**src/rtl/i2c_wb_pkg.sv**
```systemverilog
// Shared constants and types for the Wishbone I2C command sequencer:
// core register map, CR command bytes, SR bit positions, FSM/phase/error encodings.
package i2c_wb_pkg;

   localparam logic [2:0] ADR_PRER_LO = 3'd0;
   localparam logic [2:0] ADR_PRER_HI = 3'd1;
   localparam logic [2:0] ADR_CTR     = 3'd2;
   localparam logic [2:0] ADR_TXR     = 3'd3;
   localparam logic [2:0] ADR_RXR     = 3'd3;
   localparam logic [2:0] ADR_CR      = 3'd4;
   localparam logic [2:0] ADR_SR      = 3'd4;

   localparam logic [7:0] CMD_STA_WR      = 8'h90;
   localparam logic [7:0] CMD_WR          = 8'h10;
   localparam logic [7:0] CMD_WR_STO      = 8'h50;
   localparam logic [7:0] CMD_RD_NACK_STO = 8'h68;
   localparam logic [7:0] CMD_STO         = 8'h40;
   localparam logic [7:0] CTR_CORE_EN     = 8'h80;

   localparam int SR_TIP   = 1;
   localparam int SR_AL    = 5;
   localparam int SR_RXACK = 7;

   typedef enum logic [3:0] {
      ST_INIT_LO, ST_INIT_HI, ST_INIT_CTR, ST_IDLE, ST_TX_WR, ST_CR_WR,
      ST_POLL, ST_RX_RD, ST_STOP_WR, ST_STOP_POLL, ST_FIN
   } state_e;

   typedef enum logic [1:0] {PH_PG, PH_XFER_W, PH_XFER_R} phase_e;

   typedef enum logic [1:0] {
      ERR_OK = 2'b00, ERR_NACK = 2'b01, ERR_TIMEOUT = 2'b10, ERR_ARB = 2'b11
   } err_e;

   // Byte 2 of a read is the repeated start; byte 3 exists only for reads.
   function automatic logic [7:0] cr_cmd(input phase_e ph, input logic [1:0] step);
      case (step)
         2'd0:    return CMD_STA_WR;
         2'd1:    return CMD_WR;
         2'd2:    return (ph == PH_XFER_R) ? CMD_STA_WR : CMD_WR_STO;
         default: return CMD_RD_NACK_STO;
      endcase
   endfunction

   function automatic logic [1:0] last_step(input phase_e ph);
      return (ph == PH_XFER_R) ? 2'd3 : 2'd2;
   endfunction

endpackage

```
**src/rtl/i2c_wb_access.sv**
```systemverilog
// Single Wishbone access engine: one read or write per request, ack-terminated,
// with at least one idle cycle between strobes.
module i2c_wb_access (
   input  logic       clk,
   input  logic       reset_n,
   input  logic       req_i,
   input  logic       we_i,
   input  logic [2:0] adr_i,
   input  logic [7:0] dat_i,
   output logic       busy_o,
   output logic       ack_pulse_o,
   output logic [7:0] rdat_o,
   output logic [2:0] wb_adr_o,
   output logic [7:0] wb_dat_o,
   input  logic [7:0] wb_dat_i,
   output logic       wb_we_o,
   output logic       wb_stb_o,
   output logic       wb_cyc_o,
   input  logic       wb_ack_i
);

   logic       cyc_q, we_q, ack_q;
   logic [2:0] adr_q;
   logic [7:0] dat_q, rdat_q;

   // NOTE: state registers use non-blocking assignment so every flop samples pre-edge values.
   always_ff @(posedge clk or negedge reset_n) begin
      if (!reset_n) begin
         cyc_q  <= 1'b0;
         we_q   <= 1'b0;
         ack_q  <= 1'b0;
         adr_q  <= '0;
         dat_q  <= '0;
         rdat_q <= '0;
      end else begin
         ack_q <= 1'b0;
         if (cyc_q) begin
            if (wb_ack_i) begin
               cyc_q <= 1'b0;
               we_q  <= 1'b0;
               ack_q <= 1'b1;
               if (!we_q) rdat_q <= wb_dat_i;
            end
         end else if (req_i && !ack_q) begin
            // ack_q blocks acceptance, guaranteeing an idle cycle between strobes
            cyc_q <= 1'b1;
            we_q  <= we_i;
            adr_q <= adr_i;
            dat_q <= dat_i;
         end
      end
   end

   assign busy_o      = cyc_q | ack_q;
   assign ack_pulse_o = ack_q;
   assign rdat_o      = rdat_q;
   assign wb_adr_o    = adr_q;
   assign wb_dat_o    = dat_q;
   assign wb_we_o     = we_q;
   assign wb_stb_o    = cyc_q;
   assign wb_cyc_o    = cyc_q;

endmodule

```
**src/rtl/i2c_wb_seq_ctrl.sv**
```systemverilog
// Paged-slave register read/write sequencer driving the Wishbone I2C master core.
// Define I2C_SEQ_TIMEOUT_EN to enable the SR poll watchdog (err_code 10).
module i2c_wb_seq_ctrl
   import i2c_wb_pkg::*;
#(
   parameter logic [6:0]  SADR        = 7'h10,
   parameter logic [15:0] PRESCALE    = 16'h003F,
   parameter logic [7:0]  PAGE_REG    = 8'h01,
   parameter int unsigned MAX_RETRY   = 3,
   parameter int unsigned TIMEOUT_CYC = 4096
) (
   input  logic        clk,
   input  logic        reset_n,
   input  logic        start,
   input  logic        rw,
   input  logic [15:0] address,
   input  logic [7:0]  wdata,
   output logic [7:0]  rdata,
   output logic        rdata_valid,
   output logic        ready,
   output logic        done,
   output logic        error,
   output logic [1:0]  err_code,
   output logic [2:0]  wb_adr_o,
   output logic [7:0]  wb_dat_o,
   input  logic [7:0]  wb_dat_i,
   output logic        wb_we_o,
   output logic        wb_stb_o,
   output logic        wb_cyc_o,
   input  logic        wb_ack_i
);

   localparam int RW = (MAX_RETRY > 0) ? $clog2(MAX_RETRY + 1) : 1;
   localparam int TW = $clog2(TIMEOUT_CYC + 1);
`ifdef I2C_SEQ_TIMEOUT_EN
   localparam logic TMO_EN = 1'b1;
`else
   localparam logic TMO_EN = 1'b0;
`endif

   state_e        state_q, state_d;
   phase_e        phase_q, phase_d;
   err_e          err_q, err_d;
   logic [1:0]    step_q, step_d;
   logic [RW-1:0] retry_q, retry_d;
   logic [TW-1:0] tmo_cnt_q, tmo_cnt_d;
   logic          rw_q, rw_d, page_valid_q, page_valid_d, pend_q, pend_d;
   logic [7:0]    page_q, page_d, reg_q, reg_d, wdata_q, wdata_d;
   logic [7:0]    last_page_q, last_page_d, rdata_q, rdata_d;
   logic          rdata_valid_q, rdata_valid_d, done_q, done_d, error_q, error_d;

   logic          acc_need, acc_we, acc_req, acc_busy, acc_ack, in_poll, tmo_hit;
   logic [2:0]    acc_adr;
   logic [7:0]    acc_dat, acc_rdat, tx_byte;

   assign in_poll = (state_q == ST_POLL) || (state_q == ST_STOP_POLL);
   assign tmo_hit = TMO_EN && in_poll && (tmo_cnt_q >= TW'(TIMEOUT_CYC));
   assign acc_req = acc_need && !pend_q && !tmo_hit;

   always_comb begin
      case (step_q)
         2'd0:    tx_byte = {SADR, 1'b0};
         2'd1:    tx_byte = (phase_q == PH_PG) ? PAGE_REG : reg_q;
         default: tx_byte = (phase_q == PH_PG)     ? page_q  :
                            (phase_q == PH_XFER_W) ? wdata_q : {SADR, 1'b1};
      endcase
   end

   // NOTE: every always_comb output gets a default first, so no path can infer a latch.
   always_comb begin
      acc_need = 1'b1;
      acc_we   = 1'b1;
      acc_adr  = ADR_TXR;
      acc_dat  = 8'h00;
      case (state_q)
         ST_INIT_LO:   begin acc_adr = ADR_PRER_LO; acc_dat = PRESCALE[7:0];  end
         ST_INIT_HI:   begin acc_adr = ADR_PRER_HI; acc_dat = PRESCALE[15:8]; end
         ST_INIT_CTR:  begin acc_adr = ADR_CTR;     acc_dat = CTR_CORE_EN;    end
         ST_TX_WR:     acc_dat = tx_byte;
         ST_CR_WR:     begin acc_adr = ADR_CR; acc_dat = cr_cmd(phase_q, step_q); end
         ST_STOP_WR:   begin acc_adr = ADR_CR; acc_dat = CMD_STO; end
         ST_POLL, ST_STOP_POLL: begin acc_we = 1'b0; acc_adr = ADR_SR; end
         ST_RX_RD:     begin acc_we = 1'b0; acc_adr = ADR_RXR; end
         default:      acc_need = 1'b0;
      endcase
   end

   always_comb begin
      state_d       = state_q;
      phase_d       = phase_q;
      err_d         = err_q;
      step_d        = step_q;
      retry_d       = retry_q;
      rw_d          = rw_q;
      page_valid_d  = page_valid_q;
      page_d        = page_q;
      reg_d         = reg_q;
      wdata_d       = wdata_q;
      last_page_d   = last_page_q;
      rdata_d       = rdata_q;
      error_d       = error_q;
      rdata_valid_d = 1'b0;
      done_d        = 1'b0;
      pend_d        = pend_q ? !acc_ack : (acc_req && !acc_busy);

      case (state_q)
         ST_INIT_LO:  if (acc_ack) state_d = ST_INIT_HI;
         ST_INIT_HI:  if (acc_ack) state_d = ST_INIT_CTR;
         ST_INIT_CTR: if (acc_ack) state_d = ST_IDLE;
         ST_IDLE: if (start) begin
            rw_d    = rw;
            page_d  = address[15:8];
            reg_d   = address[7:0];
            wdata_d = wdata;
            error_d = 1'b0;
            err_d   = ERR_OK;
            retry_d = '0;
            step_d  = 2'd0;
            if (!page_valid_q || address[15:8] != last_page_q) phase_d = PH_PG;
            else phase_d = rw ? PH_XFER_R : PH_XFER_W;
            state_d = ST_TX_WR;
         end
         ST_TX_WR:   if (acc_ack) state_d = ST_CR_WR;
         ST_CR_WR:   if (acc_ack) state_d = ST_POLL;
         ST_STOP_WR: if (acc_ack) state_d = ST_STOP_POLL;
         ST_POLL: begin
            if (tmo_hit && !pend_q) begin
               err_d = ERR_TIMEOUT;
               state_d = ST_FIN;
            end else if (acc_ack) begin
               if (acc_rdat[SR_AL]) begin
                  err_d = ERR_ARB;
                  state_d = ST_FIN;
               end else if (acc_rdat[SR_TIP]) begin
                  state_d = ST_POLL;
               end else if (step_q != 2'd3 && acc_rdat[SR_RXACK]) begin
                  state_d = ST_STOP_WR;
               end else if (step_q == last_step(phase_q)) begin
                  case (phase_q)
                     PH_PG: begin
                        last_page_d  = page_q;
                        page_valid_d = 1'b1;
                        phase_d      = rw_q ? PH_XFER_R : PH_XFER_W;
                        step_d       = 2'd0;
                        state_d      = ST_TX_WR;
                     end
                     PH_XFER_W: state_d = ST_FIN;
                     default:   state_d = ST_RX_RD;
                  endcase
               end else begin
                  step_d  = step_q + 2'd1;
                  state_d = (phase_q == PH_XFER_R && step_q == 2'd2) ? ST_CR_WR : ST_TX_WR;
               end
            end
         end
         ST_STOP_POLL: begin
            if (tmo_hit && !pend_q) begin
               err_d = ERR_TIMEOUT;
               state_d = ST_FIN;
            end else if (acc_ack && !acc_rdat[SR_TIP]) begin
               if (retry_q < RW'(MAX_RETRY)) begin
                  retry_d = retry_q + 1'b1;
                  step_d  = 2'd0;
                  state_d = ST_TX_WR;
               end else begin
                  err_d = ERR_NACK;
                  state_d = ST_FIN;
               end
            end
         end
         ST_RX_RD: if (acc_ack) begin
            rdata_d       = acc_rdat;
            rdata_valid_d = 1'b1;
            state_d       = ST_FIN;
         end
         ST_FIN:  state_d = (err_q == ERR_TIMEOUT) ? ST_INIT_CTR : ST_IDLE;
         default: state_d = ST_INIT_LO;
      endcase

      // Every path into FIN ends the transaction; a non-OK code marks it failed.
      if (state_d == ST_FIN && state_q != ST_FIN) begin
         done_d = 1'b1;
         if (err_d != ERR_OK) begin
            error_d      = 1'b1;
            page_valid_d = 1'b0;
         end
      end

      tmo_cnt_d = (in_poll && state_d == state_q) ?
                  (tmo_hit ? tmo_cnt_q : tmo_cnt_q + 1'b1) : '0;
   end

   always_ff @(posedge clk or negedge reset_n) begin
      if (!reset_n) begin
         state_q       <= ST_INIT_LO;
         phase_q       <= PH_PG;
         err_q         <= ERR_OK;
         step_q        <= '0;
         retry_q       <= '0;
         tmo_cnt_q     <= '0;
         rw_q          <= 1'b0;
         page_valid_q  <= 1'b0;
         pend_q        <= 1'b0;
         page_q        <= '0;
         reg_q         <= '0;
         wdata_q       <= '0;
         last_page_q   <= '0;
         rdata_q       <= '0;
         rdata_valid_q <= 1'b0;
         done_q        <= 1'b0;
         error_q       <= 1'b0;
      end else begin
         state_q       <= state_d;
         phase_q       <= phase_d;
         err_q         <= err_d;
         step_q        <= step_d;
         retry_q       <= retry_d;
         tmo_cnt_q     <= tmo_cnt_d;
         rw_q          <= rw_d;
         page_valid_q  <= page_valid_d;
         pend_q        <= pend_d;
         page_q        <= page_d;
         reg_q         <= reg_d;
         wdata_q       <= wdata_d;
         last_page_q   <= last_page_d;
         rdata_q       <= rdata_d;
         rdata_valid_q <= rdata_valid_d;
         done_q        <= done_d;
         error_q       <= error_d;
      end
   end

   i2c_wb_access u_access (
      .clk         (clk),
      .reset_n     (reset_n),
      .req_i       (acc_req),
      .we_i        (acc_we),
      .adr_i       (acc_adr),
      .dat_i       (acc_dat),
      .busy_o      (acc_busy),
      .ack_pulse_o (acc_ack),
      .rdat_o      (acc_rdat),
      .wb_adr_o    (wb_adr_o),
      .wb_dat_o    (wb_dat_o),
      .wb_dat_i    (wb_dat_i),
      .wb_we_o     (wb_we_o),
      .wb_stb_o    (wb_stb_o),
      .wb_cyc_o    (wb_cyc_o),
      .wb_ack_i    (wb_ack_i)
   );

   assign ready       = (state_q == ST_IDLE);
   assign done        = done_q;
   assign error       = error_q;
   assign err_code    = err_q;
   assign rdata       = rdata_q;
   assign rdata_valid = rdata_valid_q;

endmodule

```
**config.mk**
```make
export PLATFORM = sky130hd
export DESIGN_NAME = i2c_wb_seq_ctrl
export DESIGN_NICKNAME = d
export VERILOG_FILES = /design/src/rtl/i2c_wb_pkg.sv /design/src/rtl/i2c_wb_access.sv /design/src/rtl/i2c_wb_seq_ctrl.sv
export SDC_FILE = /design/constraint.sdc
export NUM_CORES = 1
export LEC_CHECK = 0
export CORE_MARGIN = 2
export CORE_UTILIZATION = 55
export CTS_BUF_LIST = sky130_fd_sc_hd__clkbuf_16
export DETAILED_ROUTE_END_ITERATION = 7
export DONT_BUFFER_PORTS = 1
export PLACE_DENSITY = 0.7
export SYNTH_ARGS = -nofsm -noshare
export SYNTH_HDL_FRONTEND = slang
export SYNTH_SLANG_ARGS = --single-unit
```
**constraint.sdc**
```tcl
create_clock -name clk -period 2.43 [get_ports clk]
set_clock_uncertainty 0.1 [all_clocks]
set_input_delay 0.729 -clock clk [delete_from_list [all_inputs] [get_ports clk]]
set_output_delay 0.729 -clock clk [all_outputs]
set_load 0.1 [all_outputs]
```
==> impl_results.html <==
<table>
<tr><th>Metric</th><th>Value</th></tr>
<tr><th colspan="2">Timing</th></tr>
<tr><td>Slew of the pin with the lowest slew margin</td><td>0.971 ns</td></tr>
<tr><td>Crit share post-route</td><td>96.4%</td></tr>
<tr><td>Final TNS setup</td><td>0 ns</td></tr>
<tr><td>Number of endpoints with negative hold slack in the final report</td><td>80</td></tr>
<tr><td>Max-slew headroom at the worst pin</td><td>35.3%</td></tr>
<tr><td>Hold WS</td><td>-0.0160 ns</td></tr>
<tr><td>Max Slew Vio Count</td><td>0</td></tr>
<tr><td>Maximum clock rate</td><td>427 MHz</td></tr>
<tr><td>Unrepaired setup endpoints after global routing</td><td>false</td></tr>
<tr><td># setup viols final</td><td>0</td></tr>
<tr><td>Clock period minus final worst setup slack</td><td>2.34 ns</td></tr>
<tr><th colspan="2">Global routing</th></tr>
<tr><td>Global-route wire length before repair</td><td>15.8 mm</td></tr>
<tr><td>Total overflow reported by the global router</td><td>0</td></tr>
<tr><td>Largest net degree at the start of global routing</td><td>81</td></tr>
<tr><td>Total Routing Usage GR</td><td>24.4%</td></tr>
<tr><td>Number of global-route vias before repair</td><td>3168</td></tr>
<tr><td>Number of antenna violations at the first check in global routing</td><td>0</td></tr>
<tr><th colspan="2">Yosys</th></tr>
<tr><td>Primary flip-flop cell chosen by synthesis mapping</td><td>sky130_fd_sc_hd__dfrtp_1</td></tr>
<tr><td>List of most frequent post-synthesis cells</td><td>sky130_fd_sc_hd__nand2_1, sky130_fd_sc_hd__dfrtp_1, sky130_fd_sc_hd__o21ai_0</td></tr>
<tr><td>Synth Area per Inst</td><td>9.71 um^2</td></tr>
<tr><td>Cell taking the most area after synthesis</td><td>sky130_fd_sc_hd__dfrtp_1</td></tr>
<tr><td>Post-synthesis sequential element count</td><td>80</td></tr>
<tr><td>Warnings, synthesis</td><td>0</td></tr>
<tr><td>Number of standard cells after synthesis</td><td>426</td></tr>
<tr><td>Ranking of synthesized cells by area</td><td>sky130_fd_sc_hd__dfrtp_1, sky130_fd_sc_hd__nand2_1, sky130_fd_sc_hd__mux2_2</td></tr>
<tr><td>Most instantiated library cell after synthesis</td><td>sky130_fd_sc_hd__nand2_1</td></tr>
<tr><td>Post-Synthesis Cell Area</td><td>0.00414 mm^2</td></tr>
<tr><td>Fraction of post-synthesis cell area in the top cell type by area</td><td>48.4%</td></tr>
<tr><td>Synthesized Nets</td><td>468</td></tr>
<tr><td>FFs w/ async S/R, synth</td><td>100%</td></tr>
<tr><td>EDFF count, synth</td><td>0</td></tr>
<tr><td>Sequential cell area fraction in the yosys report</td><td>48.4%</td></tr>
<tr><td>Count of cell types in the netlist</td><td>65</td></tr>
<tr><th colspan="2">Worst setup path</th></tr>
<tr><td>Worst Path Class, Setup</td><td>reg2out</td></tr>
<tr><td>Worst R2R Start</td><td>step_q[0]</td></tr>
<tr><td>Register-to-register setup slack</td><td>0.22 ns</td></tr>
<tr><td>Critical Path Source Type</td><td>register</td></tr>
<tr><td>Critical R2R Capture</td><td>page_valid_q</td></tr>
<tr><td>Worst path arrival time</td><td>1.51 ns</td></tr>
<tr><td>Endpoint type of the worst setup path</td><td>primary output</td></tr>
<tr><td>Critical path required time</td><td>1.60 ns</td></tr>
<tr><td>Maximum fanout encountered on the critical timing path</td><td>14</td></tr>
<tr><td>Register-to-Register Path Depth</td><td>6</td></tr>
<tr><th colspan="2">CTS</th></tr>
<tr><td>CTS sink cnt</td><td>80</td></tr>
<tr><td>H-tree level count</td><td>3</td></tr>
<tr><td>CTS Buf Count</td><td>9</td></tr>
<tr><td>Root Buffer</td><td>sky130_fd_sc_hd__clkbuf_16</td></tr>
<tr><td>CTS tree</td><td>yes</td></tr>
<tr><td>Bufs on Longest Clock Path</td><td>2</td></tr>
<tr><td>Clock Latency Late Sink</td><td>0.33 ns</td></tr>
<tr><td>Post-CTS setup repair buffer count</td><td>0</td></tr>
<tr><td>Clk slew on worst S/H paths</td><td>0.06 ns</td></tr>
<tr><th colspan="2">Placement</th></tr>
<tr><td>DPL Wire Length</td><td>6.66 mm</td></tr>
<tr><td>Dpl cell area</td><td>0.00438 mm^2</td></tr>
<tr><td>Final RePlAce weighted congestion</td><td>0.898</td></tr>
<tr><td>Count of buffers from port buffering</td><td>0</td></tr>
<tr><th colspan="2">Route</th></tr>
<tr><td>Iteration-0 DRC Markers</td><td>212</td></tr>
<tr><td>Post-detailed-routing wire length</td><td>9.54 mm</td></tr>
<tr><td>Via density per instance</td><td>5.87</td></tr>
<tr><td>Antenna Violating Nets Remaining</td><td>0</td></tr>
<tr><td>Vias</td><td>3194</td></tr>
<tr><td>Final routed wire length divided by cell count</td><td>17.5 um</td></tr>
<tr><td>Number of remaining DRC errors</td><td>0</td></tr>
<tr><td>Initial DRT Pass Iterations</td><td>4</td></tr>
<tr><th colspan="2">Final layout</th></tr>
<tr><td>Share of final-layout standard cells stronger than drive strength 1</td><td>19.3%</td></tr>
<tr><td>Number of nets in the final layout</td><td>483</td></tr>
<tr><td>Filler cell count in the final layout</td><td>614</td></tr>
<tr><td>Fin area</td><td>0.00467 mm^2</td></tr>
<tr><td>Synthesis-to-finish area growth</td><td>13.0%</td></tr>
<tr><td>Combined flip-flop and latch cell area</td><td>0.00201 mm^2</td></tr>
<tr><td>Util after Layout</td><td>64.4%</td></tr>
<tr><td>Antenna Cells</td><td>0</td></tr>
<tr><td>Area of the multi-input gates</td><td>0.00194 mm^2</td></tr>
<tr><th colspan="2">Floorplan</th></tr>
<tr><td>Core area</td><td>0.00725 mm^2</td></tr>
<tr><td>Die Height</td><td>90.7 um</td></tr>
<tr><td>Initial Util</td><td>57.0%</td></tr>
<tr><td>Cell Rows</td><td>31</td></tr>
<tr><td>I/O pin count</td><td>65</td></tr>
<tr><td>Die W</td><td>90.7 um</td></tr>
<tr><td>Die area</td><td>0.00823 mm^2</td></tr>
<tr><th colspan="2">Pwr</th></tr>
<tr><td>Peak supply drop</td><td>0.694 mV</td></tr>
<tr><td>PnR Total Power</td><td>6980 uW</td></tr>
<tr><td>Leakage power figure</td><td>0.00220 uW</td></tr>
<tr><td>Power density relative to cell area</td><td>1490 mW/mm^2</td></tr>
<tr><th colspan="2">Flow run</th></tr>
<tr><td>Number of maximum-capacitance violations</td><td>0</td></tr>
<tr><th colspan="2">Status</th></tr>
<tr><td>Violated checks</td><td>hold timing</td></tr>
<tr><td>Run status</td><td>complete, but fails checks</td></tr>
<tr><th colspan="2">Hold path</th></tr>
<tr><td>Path class of the lowest-slack min-delay path</td><td>in2async</td></tr>
</table>
final cells by class:
type / instances / area share [%]
Timing Repair Buffer: 32 / 5.49
Clock inverter: 6 / 1.31
Multi-Input combinational cell: 302 / 41.5
Tap cell: 99 / 2.65
Clock buffer: 9 / 4.82
Inverter: 16 / 1.29
Sequential cell: 80 / 43.0
metrics by stage:
stage	instances	setup WS, ns	hold WS, ns
3_5_place_dp	529	0.223	0.335
3_3_place_gp	529	0.269	0.336
6_report	544	0.0864	-0.0160
2_1_floorplan	426	0.201	0.333
5_1_grt	544	0.0197	-0.0257
4_1_cts	544	0.0142	-0.0195
sequential cells by signal (all words and copies together) (netlist names), 2 cells and up:
| signal | cells |
|---|---|
| u_access.wb_adr_o | 3 |
| reg_q | 8 |
| page_q | 8 |
| last_page_q | 8 |
| u_access.wb_dat_o | 8 |
| retry_q | 2 |
| phase_q | 2 |
| state_q | 4 |
| step_q | 2 |
| u_access.rdat_o | 8 |
| err_code | 2 |
| rdata | 8 |
| wdata_q | 8 |
worst max-delay path, stage by stage (launching register included):
cell and delay (ns):
sky130_fd_sc_hd__dfrtp_2 0.50, sky130_fd_sc_hd__buf_4 0.20, sky130_fd_sc_hd__nand2b_1 0.19, sky130_fd_sc_hd__nor2_4 0.12
sky130_fd_sc_hd__buf_12 0.18
worst max-delay path by stage:
stage / startpoint / to / slack (ns) / cells past startpoint
floorplan: u_access.wb_cyc_o / wb_stb_o / 0.20 / 1
global placement: state_q[2] / page_valid_q / 0.27 / 5
detailed placement: step_q[0] / u_access.wb_dat_o[6] / 0.22 / 7
CTS: state_q[3] / ready / 0.01 / 4
global route: state_q[2] / ready / 0.02 / 4
finish: state_q[3] / ready / 0.09 / 4
cell usage in the layout (no fill, tap or decap), types with 3 or more instances in the layout:
| master | n |
|---|---|
| sky130_fd_sc_hd__clkinvlp_4 | 3 |
| sky130_fd_sc_hd__inv_1 | 15 |
| sky130_fd_sc_hd__nor3_1 | 4 |
| sky130_fd_sc_hd__a21oi_1 | 17 |
| sky130_fd_sc_hd__nor2b_1 | 10 |
| sky130_fd_sc_hd__nand3_1 | 7 |
| sky130_fd_sc_hd__ha_1 | 5 |
| sky130_fd_sc_hd__dfrtp_1 | 75 |
| sky130_fd_sc_hd__o21ai_0 | 26 |
| sky130_fd_sc_hd__mux2_4 | 8 |
| sky130_fd_sc_hd__mux2i_1 | 8 |
| sky130_fd_sc_hd__o21ai_1 | 5 |
| sky130_fd_sc_hd__mux2_2 | 16 |
| sky130_fd_sc_hd__a211oi_1 | 4 |
| sky130_fd_sc_hd__xor2_1 | 7 |
| sky130_fd_sc_hd__dfrtp_2 | 5 |
| sky130_fd_sc_hd__nand3b_1 | 3 |
| sky130_fd_sc_hd__clkbuf_16 | 9 |
| sky130_fd_sc_hd__o211ai_1 | 5 |
| sky130_fd_sc_hd__nand2b_1 | 8 |
| sky130_fd_sc_hd__nand2_1 | 95 |
| sky130_fd_sc_hd__or3_1 | 3 |
| sky130_fd_sc_hd__a22o_1 | 3 |
| sky130_fd_sc_hd__buf_4 | 30 |
| sky130_fd_sc_hd__nor2_1 | 15 |
cells by family (layout without fill, tap and decap cells):
logic type               Yosys count  in the layout  synth area share (%)
AO/OA/AOI/OAI                     92             92                  14.6
XOR/XNOR                           8              8                  1.69
adder cells (fa/ha/maj)            5              5                  1.51
buffers and inverters             44             63                  4.90
flip-flops                        80             80                  48.4
multiplexers                      32             32                  9.20
AND/OR/NAND/NOR                  165            165                  19.7
power by group:
part	total [uW]	leakage, uW	internal [uW]	switching (uW)
Combinational	2790	0.00104	912	1870
Clock	1310	0.000131	784	531
Sequential	2880	0.00102	1850	1030
Total	6980	0.00220	3550	3430
timing repair:
action / CTS / global route
endpoints found under the hold margin: 80 / 80
endpoints found under the setup margin: 1 / 4
pin swaps: 0 / 0
resized for setup: 1 / 4
routing by layer:
layer / track usage [%] / part of all wire (%) / up-vias
met5: 0 / 0 / -
met4: 10.8 / 2.3 / 0
met3: 5.01 / 6.5 / 22
met2: 37.0 / 46 / 123
met1: 34.0 / 45 / 1541
li1: - / - / 1508
(Power assumes the default switching activity.)
